===== src/rtl/r200_pkg.sv =====
// Shared encodings for the r200 pipeline: load/store size codes, writeback
// selects and the EX/MEM register occupancy states.
package r200_pkg;

  localparam int XLEN_DEF = 32;

  localparam logic [2:0] F3_B  = 3'b000;
  localparam logic [2:0] F3_H  = 3'b001;
  localparam logic [2:0] F3_W  = 3'b010;
  localparam logic [2:0] F3_BU = 3'b100;
  localparam logic [2:0] F3_HU = 3'b101;

  // func3[1:0] carries the access size; func3[2] only marks unsigned loads
  localparam logic [1:0] SZ_B = 2'b00;
  localparam logic [1:0] SZ_H = 2'b01;
  localparam logic [1:0] SZ_W = 2'b10;

  localparam logic [1:0] WB_ALU = 2'b00;
  localparam logic [1:0] WB_MEM = 2'b01;
  localparam logic [1:0] WB_PC4 = 2'b10;

  typedef enum logic [1:0] {
    EMPTY = 2'd0,
    FULL  = 2'd1,
    SKID  = 2'd2
  } state_t;

  function automatic logic is_load(input logic [1:0] wbsel);
    return wbsel == WB_MEM;
  endfunction

endpackage


===== src/rtl/ex_mem_store_align.sv =====
// EX-side store alignment: replicates store data into the active lanes, builds
// byte enables and flags misaligned loads/stores from the low address bits.
module ex_mem_store_align
  import r200_pkg::*;
(
  input  logic [2:0]  func3,
  input  logic [1:0]  addr_lo,
  input  logic [31:0] rs2,
  input  logic        is_store,
  input  logic        is_load,
  output logic [31:0] wdata,
  output logic [3:0]  byte_en,
  output logic        misalign
);

  logic [3:0] be_raw;
  logic       mis_raw;

  always_comb begin
    wdata   = rs2;
    be_raw  = 4'b0000;
    mis_raw = 1'b0;
    case (func3[1:0])
      SZ_B: begin
        wdata  = {4{rs2[7:0]}};
        be_raw = 4'b0001 << addr_lo;
      end
      SZ_H: begin
        wdata   = {2{rs2[15:0]}};
        be_raw  = addr_lo[1] ? 4'b1100 : 4'b0011;
        mis_raw = addr_lo[0];
      end
      SZ_W: begin
        be_raw  = 4'b1111;
        mis_raw = (addr_lo != 2'b00);
      end
      default: begin
        be_raw  = 4'b0000;
        mis_raw = 1'b0;
      end
    endcase
  end

  // Only real memory operations can be misaligned; loads never drive enables
  assign byte_en  = is_store ? be_raw : 4'b0000;
  assign misalign = mis_raw & (is_store | is_load);

endmodule


===== src/rtl/ex_mem_reg.sv =====
// EX->MEM pipeline register with a 2-entry skid buffer, flush and store alignment.
// Define EX_MEM_PERF_EN to add stall/flush performance counters.
//
// state | meaning
// EMPTY | no instruction held; ready for EX
// FULL  | main entry presented to MEM; skid free
// SKID  | main stalled and a second instruction parked in skid; ex_ready low
module ex_mem_reg
  import r200_pkg::*;
#(
  parameter int XLEN    = XLEN_DEF,
  parameter int RADDR_W = 5
) (
  input  logic               clk,
  input  logic               rst_n,
  input  logic               ex_valid,
  output logic               ex_ready,
  input  logic [XLEN-1:0]    ex_alu_out,
  input  logic [XLEN-1:0]    ex_rs2o,
  input  logic [RADDR_W-1:0] ex_rdaddr,
  input  logic               ex_memwr,
  input  logic               ex_regwr,
  input  logic [1:0]         ex_wbsel,
  input  logic [2:0]         ex_func3,
  input  logic               stall,
  input  logic               flush,
  output logic               mem_valid,
  output logic [XLEN-1:0]    mem_alu_out,
  output logic [XLEN-1:0]    mem_wdata,
  output logic [3:0]         mem_byte_en,
  output logic [RADDR_W-1:0] mem_rdaddr,
  output logic               mem_memwr,
  output logic               mem_regwr,
  output logic [1:0]         mem_wbsel,
  output logic [2:0]         mem_func3,
`ifdef EX_MEM_PERF_EN
  output logic [31:0]        perf_stall_cnt,
  output logic [31:0]        perf_flush_cnt,
`endif
  output logic               mem_misalign
);

  localparam int EW = 2*XLEN + 4 + RADDR_W + 1 + 1 + 2 + 3 + 1;

  state_t              state;
  logic                main_valid;
  logic                skid_valid;
  logic                accept;
  logic [EW-1:0]       ex_entry;
  logic [EW-1:0]       main_q;
  logic [EW-1:0]       skid_q;

  logic [XLEN-1:0]     al_wdata;
  logic [3:0]          al_byte_en;
  logic                al_misalign;

  logic [XLEN-1:0]     m_alu_out;
  logic [XLEN-1:0]     m_wdata;
  logic [3:0]          m_byte_en;
  logic [RADDR_W-1:0]  m_rdaddr;
  logic                m_memwr;
  logic                m_regwr;
  logic [1:0]          m_wbsel;
  logic [2:0]          m_func3;
  logic                m_misalign;

  ex_mem_store_align u_align (
    .func3    (ex_func3),
    .addr_lo  (ex_alu_out[1:0]),
    .rs2      (ex_rs2o),
    .is_store (ex_memwr),
    .is_load  (is_load(ex_wbsel)),
    .wdata    (al_wdata),
    .byte_en  (al_byte_en),
    .misalign (al_misalign)
  );

  assign main_valid = (state != EMPTY);
  assign skid_valid = (state == SKID);
  assign ex_ready   = ~skid_valid;
  assign accept     = ex_valid & ex_ready;

  assign ex_entry = {ex_alu_out, al_wdata, al_byte_en, ex_rdaddr, ex_memwr,
                     ex_regwr, ex_wbsel, ex_func3, al_misalign};

  always_ff @(posedge clk or negedge rst_n) begin
    if (!rst_n) begin
      state  <= EMPTY;
      main_q <= '0;
      skid_q <= '0;
    end else if (flush) begin
      state <= EMPTY;
    end else begin
      case (state)
        EMPTY: begin
          if (accept) begin
            state  <= FULL;
            main_q <= ex_entry;
          end
        end
        FULL: begin
          if (!stall) begin
            if (accept) main_q <= ex_entry;
            else        state  <= EMPTY;
          end else if (accept) begin
            state  <= SKID;
            skid_q <= ex_entry;
          end
        end
        SKID: begin
          if (!stall) begin
            state  <= FULL;
            main_q <= skid_q;
          end
        end
        default: state <= EMPTY;
      endcase
    end
  end

  assign {m_alu_out, m_wdata, m_byte_en, m_rdaddr, m_memwr, m_regwr,
          m_wbsel, m_func3, m_misalign} = main_q;

  // Data fields may be stale in a bubble; every qualifier is gated by valid
  assign mem_valid    = main_valid;
  assign mem_alu_out  = m_alu_out;
  assign mem_wdata    = m_wdata;
  assign mem_byte_en  = main_valid ? m_byte_en : 4'b0000;
  assign mem_rdaddr   = m_rdaddr;
  assign mem_memwr    = main_valid & m_memwr & ~m_misalign;
  assign mem_regwr    = main_valid & m_regwr;
  assign mem_wbsel    = m_wbsel;
  assign mem_func3    = m_func3;
  assign mem_misalign = main_valid & m_misalign;

`ifdef EX_MEM_PERF_EN
  always_ff @(posedge clk or negedge rst_n) begin
    if (!rst_n) begin
      perf_stall_cnt <= '0;
      perf_flush_cnt <= '0;
    end else begin
      if (stall && main_valid) perf_stall_cnt <= perf_stall_cnt + 32'd1;
      if (flush && main_valid) perf_flush_cnt <= perf_flush_cnt + 32'd1;
    end
  end
`endif

endmodule


===== config.mk =====
export PLATFORM = sky130hd
export DESIGN_NAME = ex_mem_reg
export DESIGN_NICKNAME = d
export VERILOG_FILES = /design/src/rtl/r200_pkg.sv /design/src/rtl/ex_mem_store_align.sv /design/src/rtl/ex_mem_reg.sv
export SDC_FILE = /design/constraint.sdc
export NUM_CORES = 1
export LEC_CHECK = 0
export ABC_AREA = 1
export BUFFER_PORTS_ARGS = -buffer_cell sky130_fd_sc_hd__buf_2
export CAP_MARGIN = 10
export CORE_MARGIN = 2
export CORE_UTILIZATION = 38
export CTS_BUF_LIST = sky130_fd_sc_hd__clkbuf_16
export DETAILED_ROUTE_END_ITERATION = 10
export SLEW_MARGIN = 15
export SYNTH_ARGS = -nofsm -noshare
export SYNTH_HDL_FRONTEND = slang
export SYNTH_HIERARCHICAL = 1
export SYNTH_SLANG_ARGS = --single-unit

===== constraint.sdc =====
create_clock -name clk -period 1.8 [get_ports clk]
set_input_delay 0.18 -clock clk [delete_from_list [all_inputs] [get_ports clk]]
set_output_delay 0.18 -clock clk [all_outputs]
set_load 0.01 [all_outputs]

[Word level (Yosys, flattened, before mapping)]
Cells that the tools add are included.
Storage, ports and cells
  bits in registers: 164
  input bits: 81
  output and inout port bits: 83
  logic and storage cells: 50
Cells by class
  equal/unequal tests: 11
  shift operators: 1
  muxes and demuxes: 17
  bitwise operators: 10
  reductions and logical operators: 8
Operators with widths (number)
  2-to-1 mux 81 bit: 3
  one-hot mux 81 bit (3 select lines): 1
  one-hot mux 32 bit (2 select lines): 1
  2-to-1 mux 2 bit: 6
  2-to-1 mux 4 bit: 3
  one-hot mux 4 bit (3 select lines): 1
  AND reduction 4 bit: 3
  != test 4 bit (second input constant): 2
  AND 1 bit: 6
  equality test 2 x 1 -> 1 bit (second input constant): 3
  != test 3 bit (second input constant): 2
  one-hot mux 2 bit (3 select lines): 1
  equality test 2 bit (second input constant): 2
  logical NOT 2 bit: 2
  != test 2 bit (second input constant): 2
  nonzero test 2 bit: 2
  << shifter 1 x 2 -> 4 bit (first input constant): 1
  inverter 1 bit: 3
  nonzero test 3 bit: 1
  one-hot mux 1 bit (2 select lines): 1
  OR 1 bit: 1

[Depth between registers and ports, before layout]
Gate-level depths: netlist (run 1).
  word-level depth: 7
  gate-level depth with buffers: 9
  mapped depth without buffers: 8

[Hierarchy]
The synthesis (run 1) kept the hierarchy.
By module, submodules not included
  ex_mem_reg: times used 1, cells an instance 901, area each 7648.6 um2, seq. area each 4103.9 um2
  ex_mem_store_align: times used 1, cells an instance 135, area each 643.1 um2, seq. area each 0.0 um2

[Least setup slack after synthesis (run 1)]
No wires, ideal clock.
  kind: input -> register
  start: in ex_func3[0]
  end: reg main_q[33]
  library setup time: 0.133 ns
  arrival: 1.188 ns
  required time: 1.667 ns
  slack: 0.479 ns
  stages on the path: 9
  path buffers: 2
  cell sequence: inv_1 > ha_1 > buf_6 > or2_1 > buf_6 > nand3_1 > nand2_1 > a21oi_1 > o21ai_0
Between the ends
  cells in the longest elaborated chain, start to end: 5
  elaborated cells on any way between the ends: 6
  classes of those cells: 1 x eq/ne; 4 x mux; 1 x reduce/logical
Ends and longest elaborated chain
  start, declared: RTL line ex_mem_reg.sv:24  | input logic [2:0] ex_func3,
  equality test 2 x 1 -> 1 bit or logical NOT 2 bit (tied branches): RTL line ex_mem_store_align.sv:23  | case (func3[1:0])
  one-hot mux 32 bit (2 select lines) (*): RTL line ex_mem_store_align.sv:23
  net al_wdata[16]: RTL line ex_mem_reg.sv:53  | logic [XLEN-1:0] al_wdata;
  2-to-1 mux 81 bit (*): RTL line ex_mem_reg.sv:96, ex_mem_reg.sv:103
  2-to-1 mux 81 bit: RTL line ex_mem_reg.sv:102  | if (!stall) begin
  one-hot mux 81 bit (3 select lines) (*): RTL line ex_mem_reg.sv:94  | case (state)
  end signal, assigned: RTL line ex_mem_reg.sv:98  | main_q <= ex_entry;
  end signal, assigned: RTL line ex_mem_reg.sv:103  | if (accept) main_q <= ex_entry;
  end signal, assigned: RTL line ex_mem_reg.sv:113  | main_q <= skid_q;
  end, declared: RTL line ex_mem_reg.sv:50  | logic [EW-1:0] main_q;
The timed path passes the listed nets; every way through them passes the cells marked *. The select of a mux whose other input is x is not followed.
A chain may end at the register's enable or synchronous reset.

[Worst setup path in the final report (run 1)]
  start: reg state[0]
  end: out ex_ready
Between the ends
  cells in the longest elaborated chain, start to end: 2
Ends and longest elaborated chain
  start, declared: RTL line ex_mem_reg.sv:45  | state_t state;
  start signal, assigned: RTL line ex_mem_reg.sv:88  | state <= EMPTY;
  start signal, assigned: RTL line ex_mem_reg.sv:92  | state <= EMPTY;
  start signal, assigned: RTL line ex_mem_reg.sv:97  | state <= FULL;
  equality test 2 bit: RTL line ex_mem_reg.sv:79  | assign skid_valid = (state == SKID);
  inverter 1 bit: RTL line ex_mem_reg.sv:80  | assign ex_ready = ~skid_valid;
  end, declared: RTL line ex_mem_reg.sv:17  | output logic ex_ready,
No other way between the ends.

==> metrics.md, run 1 <==
| Metric | Value |
|---|---|
| Status | finished clean |
| Top-count cell post-synth | nand2_1 |
| Port-buffer cells | 163 |
| Hold slack | 0.0292 ns |
| Max VDD drop | 0.570 mV |
| Ranking of synthesized cells by area | dfrtp_1 (49%), nand2_1 (12%), buf_4 (7.7%) |
| Chip Width | 152 µm |
| Power Dens Cells | 1210 nW/µm² |
| Avg Vias per Cell | 4.62 |
| Synth Register Bits | 164 |
| Antenna cells | 0 |
| Wirelength per Cell | 13.6 µm |
| Layout cells sized above 1 | 19.3% |
| WS Path Type | register to primary output |
| Slew headroom | between 70% and 80% |
| Yosys top cell by area | dfrtp_1 |
| Number of cells on the worst hold path | 3 |
| Rows | 54 |
| Pre-CTS WS | 0.145 ns |
| Final setup viols | 0 |
| DRC | 0 |
| Placed cell count | about 1400 |
| Die area | 23000 µm² |
| Worst Hold Path EP | skid_q[7]$_DFFE_PN0P_ |
| TritonRoute pass-1 iters | 5 |
| Crit path max-delay cell type | dfrtp_1 |
| Antenna viol nets, final | 0 |
| NumNets Final | 1220 |
| Clock buffer depth | 2 |
| Non-filler cells, final | between 1000 and 1500 |
| Die Y | 152 µm |
| Inserted Clock Buffers | 17 |
| Max-cap violations | 0 |
| Post-synth EDFFs | 0 |
| Core area | 21600 µm² |
| H-Tree Depth | 4 |
| Reg-to-reg critical path startpoint | state[1]$_DFFE_PN0P_ |
| Syn-to-layout area delta | 16.5% |
| Number of antenna violations at the first check in global routing | 0 |
| Origin of the worst min-delay path | ex_memwr |
| Drt total wl | 19400 µm |
| Crit path capture type | primary output |
| Slew @ Worst Pin | 0.430 ns |
| Initial DRC count | 343 |
| Worst path arrival time | 1.51 ns |
| Register area share after synthesis | 49.5% |
| Slowest stage delay, CP | 0.43 ns |
| Hpwl dp | 12900 µm |
| Overall power | ~12 mW |
| Fin Setup TNS | 0 ns |
| Launch point of the critical path | state[0]$_DFFE_PN0P_ |
| Path depth of the worst reg2reg path | 6 |
| Yosys Warn Count | 6 |
| Clock slew at reported path FFs | 0.07 ns |
| Final hold violation count | 0 |
| Largest net degree at the start of global routing | 97 |
| Fraction of registers with async set/reset | 100% |
| Hold Crit Class | input pin to register |
| R2R Path End | skid_q[2]$_DFFE_PN0P_ |
| Leakage power | 4.88 nW |
| Total grt overflow | 0 |
| Synth cell types | 19 |
| Top_reg_cell synth | dfrtp_1 |
| R2R setup slack | 0.25 ns |
| # clock sinks | between 150 and 200 |
| I/O Pins | about 160 |
| Clock Latency Late Sink | 0.42 ns |
| Slew Viols, Final | 0 |
| Clk root buf | clkbuf_16 |
| Starting Density | about two fifths |
| Mapped Area | between 8000 and 9000 µm² |
| Vias in the first global route | 5982 |
| Synth top area share | 49.5% |
| Final core occ | 44.7% |
| Final WS setup | roughly 0.11 ns |
| Synth cell count leaders | nand2_1 (259), dfrtp_1 (164), inv_1 (98), o21ai_1 (98), nor2_1 (95) |
| RD Place Congestion | 0.880 |
| RSZ-0062 raised after global routing | false |
| Via count | 6594 |
| Period Utilization, post-route | 94.0% |
| FMAX | 591 MHz |
| All-Layer GR Usage | 17.2% |
| Crit start category | register |
| Final worst path period need | 1.69 ns |
| Avg Cell Area, Syn | 8.00 µm² |
| Mapped Cells | just over 1000 |
| TritonCTS clock tree | yes |
| Final non-filler cell area | 9660 µm² |
| Worst path cell trace | inv_2 > nand2_4 > buf_12 > buf_2 |
| Mapped Nets | 1122 |
| Setup Skew | 0.00435 ns |
| Worst-path fanout max | 46 |
| First-pass GRT wire length | slightly above 30000 µm |
| Worst EP required | ~1.6 ns |
| Area post-placement | 8690 µm² |
worst max-delay path by stage:
stage / slack [ns] / to / cells past startpoint
final: 0.11 / ex_ready / 4
after global routing: 0.003 / ex_ready / 4
after CTS: 0.08 / ex_ready / 4
after detailed placement: 0.14 / main_q[35]$_DFFE_PN0P_ / 8
after global placement: 0.19 / main_q[48]$_DFFE_PN0P_ / 9
after floorplan: 0.48 / main_q[33]$_DFFE_PN0P_ / 9
power by group:
part	internal, mW	total, mW	switching [mW]
sequential	4.87	5.31	0.436
combinational	1.13	2.80	1.67
clock	1.94	3.54	1.61
total	7.94	11.7	3.71
critical path, delay by kind of cell (launching register included):
kind | cells | cell delay [ns]
buffers and inverters | 3 | 0.48
flip-flops | 1 | 0.43
AND/OR/NAND/NOR | 1 | 0.15
layout make-up:
| type | count | area [µm²] |
|---|---|---|
| clock buffers | 17 | 425 |
| well taps | 280 | 350 |
| flip-flops and latches | 164 | 4100 |
| inverters | 101 | 379 |
| multi-input cells | 631 | 2790 |
| clock inverters | 15 | 145 |
| repair buffers | 219 | 1470 |
| fillers | 2187 | 12000 |
sequential cells by signal, summed over array words and instances (netlist names):
name    cells
main_q     81
skid_q     81
state       2
cell families (layout without fill, tap and decap cells):
kind of cell    count (synthesis)  in the layout  synth area share [%]
fa+ha+maj                       5              5                 0.754
compound gates                251            251                  15.2
buf+inv                       241            352                  17.0
flops                         164            164                  49.5
simple gates                  375            375                  17.6
placed cells by master (no fill, tap or decap):
cell type      instances
nand3_1               14
inv_8                  1
nand2_1              258
clkbuf_16             17
bufinv_16              1
buf_6                  2
or2_2                  1
inv_6                  5
dlygate4sd3_1         40
a21oi_1               88
buf_2                162
o21ai_1               98
inv_1                 98
nor2_4                 2
ha_1                   5
or2_1                  1
dfrtp_1              164
nor2_1                95
clkinvlp_4             5
nand3_2                1
clkinv_4               2
nand2_2                1
inv_2                  3
nand2_4                2
o21ai_0               65
clkinv_2               1
buf_12                10
buf_4                  5
timing repair:
item / CTS / global route
hold endpoints to repair: 68 / 0
gates resized for setup: 0 / 1
setup endpoints to repair: 0 / 7
buffers inserted: 0 / 0
hold buffers: 40 / 0
routing by layer:
layer  vias up  routed length (µm)  GRT usage [%]
met5         -                   0              0
met3        17                 837           3.80
met1      3055                9080           23.8
met2       150                9150           27.0
li1       3372                   -              -
met4         0                 286           5.19
(Power assumes the default switching activity.)
==> run 2, diff against run 1 <==
--- a/config.mk
+++ b/config.mk
@@ -12,6 +12,7 @@
 export CORE_UTILIZATION = 38
 export CTS_BUF_LIST = sky130_fd_sc_hd__clkbuf_16
 export DETAILED_ROUTE_END_ITERATION = 10
+export RECOVER_POWER = 25
 export SLEW_MARGIN = 15
 export SYNTH_ARGS = -nofsm -noshare
 export SYNTH_HDL_FRONTEND = slang
==> run 2 against run 1 <==
Combinational power is essentially flat. Utilization is 0.11 points lower. Register-to-register slack about the same. Critical path type unchanged. Count of clock-buffer cells in the layout unchanged. Non-clock buffer count unchanged. Sequential power about the same. Clock skew about the same. Cell count is the same.
==> metrics.md, run 2 (synthesis gave the netlist of run 1 again) <==
| Metric | Value |
|---|---|
| Slew @ Worst Pin | 0.881 ns (+0.451 ns) |
| Chip Width | 152 µm (unchanged) |
| Number of antenna violations at the first check in global routing | 0 (unchanged) |
| Status | finished clean |
| FMAX | 590 MHz (-0.18%) |
| RD Place Congestion | 0.880 (unchanged) |
| RSZ-0062 raised after global routing | false |
| Clock power share | 30.4% (about the same) |
| Total grt overflow | 0 (unchanged) |
| Clock Latency Late Sink | 0.42 ns (about the same) |
| Worst EP required | 1.62 ns (about the same) |
| Slew headroom | 41.3% (-30 points) |
| Leakage power | 4.87 nW (-0.18%) |
| Clock slew at reported path FFs | 0.07 ns (about the same) |
| Sw Ratio | 31.9% (about the same) |
| Wirelength per Cell | 13.6 µm (+0.16%) |
| Die area | 23000 µm² (unchanged) |
| Period Utilization, post-route | 94.2% (+0.17 points) |
| Crit path capture type | primary output |
| Sw Pwr | 3.71 mW (about the same) |
| Drt total wl | 19400 µm (+0.16%) |
| Crit path max-delay cell type | dfrtp_1 |
| Launch point of the critical path | state[0]$_DFFE_PN0P_ |
| Slowest stage delay, CP | 0.43 ns (about the same) |
| WS Path Type | register to primary output |
| TritonCTS clock tree | yes |
| Pre-CTS WS | 0.145 ns (unchanged) |
| NumNets Final | 1220 (unchanged) |
| Biggest regs | main_q: 81 flops, skid_q: 81 flops, state: 2 flops |
| Max-cap violations | 0 (unchanged) |
| Filler instances | 2192 (+0.23%) |
| Setup Skew | 0.00432 ns (-0.0000374 ns) |
| Crit start category | register |
| Rows | 54 (unchanged) |
| Worst path arrival time | 1.51 ns (about the same) |
| Hold slack | 0.0288 ns (-0.000450 ns) |
| First-pass GRT wire length | 30800 µm (unchanged) |
| Commonest non-fill, non-tap cell in the layout | nand2_1 |
| TritonRoute pass-1 iters | 5 (unchanged) |
| Starting Density | 38.4% (unchanged) |
| Vias in the first global route | 5982 (unchanged) |
| Antenna cells | 0 (unchanged) |
| Worst path cell trace | inv_2 > nand2_4 > buf_12 > buf_2 |
| Final worst path period need | 1.69 ns (+0.00304 ns) |
| I/O Pins | 164 (unchanged) |
| DRC | 0 (unchanged) |
| Slew Viols, Final | 0 (unchanged) |
| All-Layer GR Usage | 17.2% (unchanged) |
| Layout cells sized above 1 | 19.3% (unchanged) |
| Initial DRC count | 363 (+5.8%) |
| H-Tree Depth | 4 (unchanged) |
| Design internal power | 7.94 mW (about the same) |
| Hold Crit Class | input pin to register |
| CP Buf/Inv Count | 3 (unchanged) |
| Flop pwr share | 45.6% (about the same) |
| Origin of the worst min-delay path | ex_memwr |
| Clock buffer depth | 2 (unchanged) |
| CP delay by family, top | buffers and inverters |
| Reg-to-reg critical path startpoint | state[1]$_DFFE_PN0P_ |
| Syn-to-layout area delta | 16.3% |
| Final hold violation count | 0 (unchanged) |
| Worst-path fanout max | 46 (unchanged) |
| Port-buffer cells | 163 (unchanged) |
| Fin Setup TNS | 0 ns (unchanged) |
| Power Dens Cells | 1210 nW/µm² (+0.20%) |
| Final WS setup | 0.105 ns (-0.00304 ns) |
| Clk root buf | clkbuf_16 |
| # clock sinks | 164 (unchanged) |
| Avg Vias per Cell | 4.63 (+0.23%) |
| Most frequent cells in the layout | nand2_1 (258), dfrtp_1 (164), buf_2 (162), inv_1 (98), o21ai_1 (98) |
| Max VDD drop | 0.565 mV (-0.77%) |
| Die Y | 152 µm (unchanged) |
| Inserted Clock Buffers | 17 (unchanged) |
| Antenna viol nets, final | 0 (unchanged) |
| Hpwl dp | 12900 µm (unchanged) |
| Via count | 6609 (+0.23%) |
| Combinational power share | 24.0% (about the same) |
| Final setup viols | 0 (unchanged) |
| Largest net degree at the start of global routing | 97 (unchanged) |
| Core area | 21600 µm² (unchanged) |
run 2: layer usage:
metal | vias to the layer above | GRT usage [%] | wire length, µm
met4 | 0 | 5.19 | 286
li1 | 3371 | - | -
met5 | - | 0 | 0
met1 | 3070 | 23.8 | 9120
met3 | 17 | 3.80 | 849
met2 | 151 | 27.0 | 9130
run 2: timing repair:
| action | 4_1_cts | 5_1_grt |
|---|---|---|
| setup buffers | 0 | 0 |
| hold endpoints to repair | 68 | 0 |
| hold buffers | 40 | 0 |
| endpoints found under the setup margin | 0 | 7 |
| resized for setup | 0 | 1 |
run 2: metrics by stage:
stage	total power, mW	area, µm²	instances	utilization (%)
6_report	11.7	9640	1427	44.6
2_1_floorplan	7.64	8290	1036	-
5_1_grt	12.5	9640	1427	44.6
3_3_place_gp	8.05	8690	1355	40.2
3_5_place_dp	8.13	8690	1355	40.2
4_1_cts	11.8	9660	1427	44.7
run 2: final cells by class:
class | instances | area (µm²) | share of cell area [%]
well taps | 280 | 350 | 3.63
repair buffers | 219 | 1450 | 15.0
clock buffers | 17 | 425 | 4.41
flip-flops and latches | 164 | 4100 | 42.6
inverters | 101 | 379 | 3.93
multi-input cells | 631 | 2790 | 28.9
clock inverters | 15 | 145 | 1.51
run 2: tightest hold or removal path, stage by stage:
cell and delay [ns]:
buf_2 0.12, nand2_1 0.05, o21ai_1 0.06
run 2: power groups by stage:
stage	Clock (mW)	Combinational, mW	Sequential [mW]
2_1_floorplan	0	2.38	5.26
3_3_place_gp	0	2.70	5.35
3_5_place_dp	0	2.76	5.38
4_1_cts	3.65	2.85	5.31
5_1_grt	3.82	3.24	5.44
6_report	3.55	2.80	5.31
run 2: worst paths after layout:
check | cells after the start | slack [ns] | end
max | 4 | 0.11 | ex_ready
min reg2reg | 2 | 0.48 | main_q[46]$_DFFE_PN0P_
max reg2reg | 6 | 0.25 | skid_q[2]$_DFFE_PN0P_
min | 3 | 0.03 | skid_q[7]$_DFFE_PN0P_
min in group asynchronous | 2 | 0.41 | skid_q[67]$_DFFE_PN0P_
max in group asynchronous | 3 | 0.36 | main_q[16]$_DFFE_PN0P_
